$ cat src/rtl/parking_slot_allocator.sv
// parking_slot_allocator: lowest-free slot allocator with timed entry gate; define PARK_EXIT_CHECK_EN for exit validity checking
module parking_slot_allocator #(
  parameter int SLOTS       = 8,
  parameter int GATE_CYCLES = 4
) (
  input  logic                       clk,
  input  logic                       rst_n,
  input  logic                       entry_req,
  output logic                       entry_ack,
  output logic [$clog2(SLOTS)-1:0]   entry_slot,
  input  logic                       exit_valid,
  input  logic [SLOTS-1:0]           exit_location,
  output logic [SLOTS-1:0]           occupancy,
  output logic [$clog2(SLOTS+1)-1:0] free_count,
  output logic                       full,
`ifdef PARK_EXIT_CHECK_EN
  output logic                       exit_err,
`endif
  output logic                       gate_open
);
  localparam int SW = $clog2(SLOTS);
  localparam int FW = $clog2(SLOTS + 1);
  localparam int CW = GATE_CYCLES > 1 ? $clog2(GATE_CYCLES) : 1;
  typedef enum logic {IDLE, GATE} state_t;
  state_t state;
  logic [CW-1:0] cnt;
  logic [SW-1:0] alloc_idx;
  logic [FW-1:0] used;
  logic [SLOTS-1:0] alloc_onehot, exit_mask;
  logic alloc;
  always_comb begin
    alloc_idx = '0;
    used = '0;
    for (int i = SLOTS - 1; i >= 0; i--) begin
      alloc_idx = occupancy[i] ? alloc_idx : SW'(i);
      used = used + FW'(occupancy[i]);
    end
  end
  assign free_count = FW'(SLOTS) - used;
  assign full = &occupancy;
  assign alloc = state == IDLE && entry_req && !full;
  assign alloc_onehot = alloc ? SLOTS'(1) << alloc_idx : '0;
`ifdef PARK_EXIT_CHECK_EN
  logic bad;
  assign bad = exit_valid && (exit_location == '0 || (exit_location & (exit_location - 1'b1)) != '0
                              || (exit_location & ~occupancy) != '0);
  assign exit_mask = exit_valid && !bad ? exit_location : '0;
`else
  assign exit_mask = exit_valid ? exit_location : '0;
`endif
  always_ff @(posedge clk or negedge rst_n) begin
    if (!rst_n) begin
      state      <= IDLE;
      cnt        <= '0;
      occupancy  <= '0;
      entry_ack  <= 1'b0;
      entry_slot <= '0;
      gate_open  <= 1'b0;
`ifdef PARK_EXIT_CHECK_EN
      exit_err   <= 1'b0;
`endif
    end else begin
      entry_ack <= 1'b0;
`ifdef PARK_EXIT_CHECK_EN
      exit_err  <= bad;
`endif
      occupancy <= (occupancy & ~exit_mask) | alloc_onehot;
      if (alloc) begin
        entry_slot <= alloc_idx;
        entry_ack  <= 1'b1;
        gate_open  <= 1'b1;
        cnt        <= CW'(GATE_CYCLES - 1);
        state      <= GATE;
      end else if (state == GATE) begin
        cnt       <= cnt == '0 ? cnt : cnt - 1'b1;
        gate_open <= cnt != '0;
        state     <= cnt == '0 ? IDLE : GATE;
      end
    end
  end
endmodule

$ cat config.mk
export PLATFORM = sky130hd
export DESIGN_NAME = parking_slot_allocator
export DESIGN_NICKNAME = d
export VERILOG_FILES = /design/src/rtl/parking_slot_allocator.sv
export SDC_FILE = /design/constraint.sdc
export NUM_CORES = 1
export LEC_CHECK = 0
export CAP_MARGIN = 20
export CORE_MARGIN = 3
export CORE_UTILIZATION = 45
export CTS_CLUSTER_SIZE = 10
export DETAILED_ROUTE_END_ITERATION = 8
export PLACE_DENSITY = 0.82
export SETUP_SLACK_MARGIN = 0.05
export SLEW_MARGIN = 10
export SYNTH_ARGS = -nofsm -noshare
export SYNTH_HDL_FRONTEND = slang
export SYNTH_SLANG_ARGS = --single-unit
$ cat constraint.sdc
create_clock -name clk -period 3.8 [get_ports clk]
set_input_delay 0.57 -clock clk [delete_from_list [all_inputs] [get_ports clk]]
set_output_delay 0.57 -clock clk [all_outputs]
set_load 0.01 [all_outputs]
==> results.md <==
- Outcome: completed
- Die Area: 0.002710 mm2
- CTS H-Tree Depth: 1
- Placed Area: 0.001280 mm2
- Synth Register Bits: 16
- Worst Hold Class: reg -> reg
- Number of global-route vias before repair: 805
- Area leader, netlist: dfrtp_1
- 1st-iter DRT viols: 14
- Final Slew Violations: 0
- Post-synth top area share: 41.94%
- Buf/Inv on CP: 2
- Initial Utilization: 48.17%
- Global-route wire length before repair: 3.532 mm
- YS warnings: 0
- Final Util: 67.23%
- Worst Setup SP: occupancy[1]
- Diodes inserted: 0
- Final WL: 2.170 mm
- Final Hold Viols: 0
- Wirelength per Cell: 14.66 um
- Hold-fix buffers, CTS: 0
- Post-Syn Nets: 109
- Synth top area cells: dfrtp_1 42%, a32o_1 8.4%, fa_1 8.4%
- Core area: 0.001982 mm2
- Most frequent CP cell: fa_1
- Cells along the critical path: fa_1 > inv_1 > ha_1 > fa_1 > fa_1 > ha_1 > clkdlybuf4s50_1
- DRC: 0
- CTS tree: built
- R2R Path Start: occupancy[2]
- Combinational power share: 56.1%
- Sw Share: 37.14%
- Sequential fraction of the synthesis area: 41.94%
- Die height: 52.06 um
- Maximum VDD drop: 410.3 uV
- Layout cell share with drive strength beyond 1: 15.70%
- Synth-to-layout area growth: 39.58%
- Top delay family on crit path: adder cells
- Worst hold slack: 0.4926 ns
- Post-Syn Instances: 87
- Antenna violations before repair: 0
- Leakage: 0.0005560 uW
- Fin crit share: 95.85%
- Max frequency: 0.2746 GHz
- Clock skew: 0.009109 ns
- Most common cell after layout, fill and taps aside: clkdlybuf4s50_1
- Insertion delay to the later sink of the worst-skew pair: 0.29 ns
- Clock net sink count: 16
- Final-report setup violation count: 0
- WS Path Type: reg -> out
- Mapped Area: 954.7 um2
- Filler cell count: 156
- Final Cell Area: 0.001333 mm2
- Syn_area_per_cell: 10.97 um2
- Psw: 320.0 uW
- Overall routing resource usage: 18.20%
- Sequential power share: 30.8%
- Pre-Repair DR Iteration Count: 4
- Clock power share: 13.1%
- Crit start category: flip-flop
- Die Wd: 52.06 um
- Top Ports: 30
- Final nets: 144
- Crit path capture type: output pin
- Grt total ovfl: 0
- Critical Path RT: 3.23 ns
- Crit path max fanout: 2
- Max_slew headroom: 54.15%
- Unrepaired setup endpoints after global routing: false
- Post-DP HPWL: 1.686 mm
- CP arrival: 3.07 ns
- Slowest cell on the critical path: fa_1
- Vias: 821
- Post-synth cell types: 28
- Setup TNS: 0 ns
- Fin crit period: 3.642 ns
- Clock root cell: clkbuf_4
- CTS Buf Count: 3
- Via/cell ratio: 5.547
- Number of port buffers: 29
- Worst-Margin Slew: 0.6856 ns
- # rows: 16
- Worst Min Path Start: state
- Max incr delay on CP: 0.53 ns
- Max Cap Viol: 0
- Power Density: 646.5 mW/mm2
- Antenna-violating nets left: 0
- Most frequent cells in the layout: 28 x clkdlybuf4s50_1, 14 x dfrtp_1, 11 x inv_1
- Longest Clk Path Bufs: 2
- Internal power: 541.5 uW
- Placer Congestion: 0.8363
- Largest net degree at the start of global routing: 17
- Register clock-pin slew on the reported worst setup and hold paths: 0.10 ns
==> Yosys cell counts <==
library cell,instances
clkbuf_2,1
fa_1,4
a41o_1,1
a41oi_2,1
a31oi_1,1
nor3_1,3
a21oi_1,2
buf_1,1
o21ai_0,3
nor3_4,1
mux2_2,2
o21bai_1,1
a31o_2,1
dfrtp_1,16
a211oi_1,1
a41oi_1,1
nand2b_1,1
buf_2,1
nand2_1,10
nor2b_1,2
nor2_1,3
nor4_2,1
inv_1,11
ha_1,6
a32o_1,8
nand3b_1,1
and4_4,2
o21ba_2,1
==> metrics by stage <==
stage	total power [uW]	cells	setup WS (ns)
final	861.4	148	0.1578
after global routing	936.5	148	0.05417
after CTS	869.4	148	0.1384
after detailed placement	753.1	142	0.2367
after global placement	731.4	142	0.2947
after floorplan	531.1	87	0.7630
==> power by group through the flow <==
stage          Sequential [uW]  Combinational [uW]  Clock [uW]
2_1_floorplan              273                 258           0
3_3_place_gp               267                 464           0
3_5_place_dp               272                 481           0
4_1_cts                    264                 491         114
5_1_grt                    272                 543         122
6_report                   265                 483         113
==> cell type report <==
| cell class | instances | area, um2 | area share (%) |
|---|---|---|---|
| Clock buffer | 4 | 36.28 | 2.723 |
| Inverter | 11 | 41.29 | 3.099 |
| Multi-Input combinational cell | 57 | 499.2 | 37.46 |
| Sequential cell | 16 | 402.9 | 30.23 |
| Timing Repair Buffer | 33 | 319.1 | 23.94 |
| Tap cell | 27 | 33.78 | 2.535 |
==> sequential cells by signal (all words and copies together) (netlist names) <==
signal and count:
cnt 2, occupancy 8, entry_ack 1, state 1, entry_slot 3, gate_open 1
==> path summary, 6_finish.rpt <==
check	endpoint	slack, ns	depth (start not counted)
max	free_count[3]	0.16	7
max reg2reg	entry_slot[0]	2.12	4
min in group asynchronous	cnt[0]	0.68	1
max in group asynchronous	occupancy[3]	2.63	1
min	gate_open	0.49	1
min reg2reg	gate_open	0.49	1
==> cells by family after synthesis <==
family / Yosys count / synth area share [%]
compound gates: 21 / 18.87
simple gates: 24 / 14.81
buf+inv: 14 / 5.765
mux: 2 / 2.359
flops: 16 / 41.94
fa+ha+maj: 10 / 16.25
==> what timing repair did <==
| action | CTS | global route |
|---|---|---|
| setup endpoints to repair | 1 | 0 |
| resized for setup | 3 | 0 |
| setup buffers | 2 | 0 |
==> routing by layer <==
metal	vias up	wire length, um	global-route usage [%]
met5	-	0	0
met4	0	86	13.10
met3	9	143	2.865
met2	33	973	26.78
met1	397	966	24.04
li1	382	-	-
Note: power is estimated with default switching activity, not from simulation.
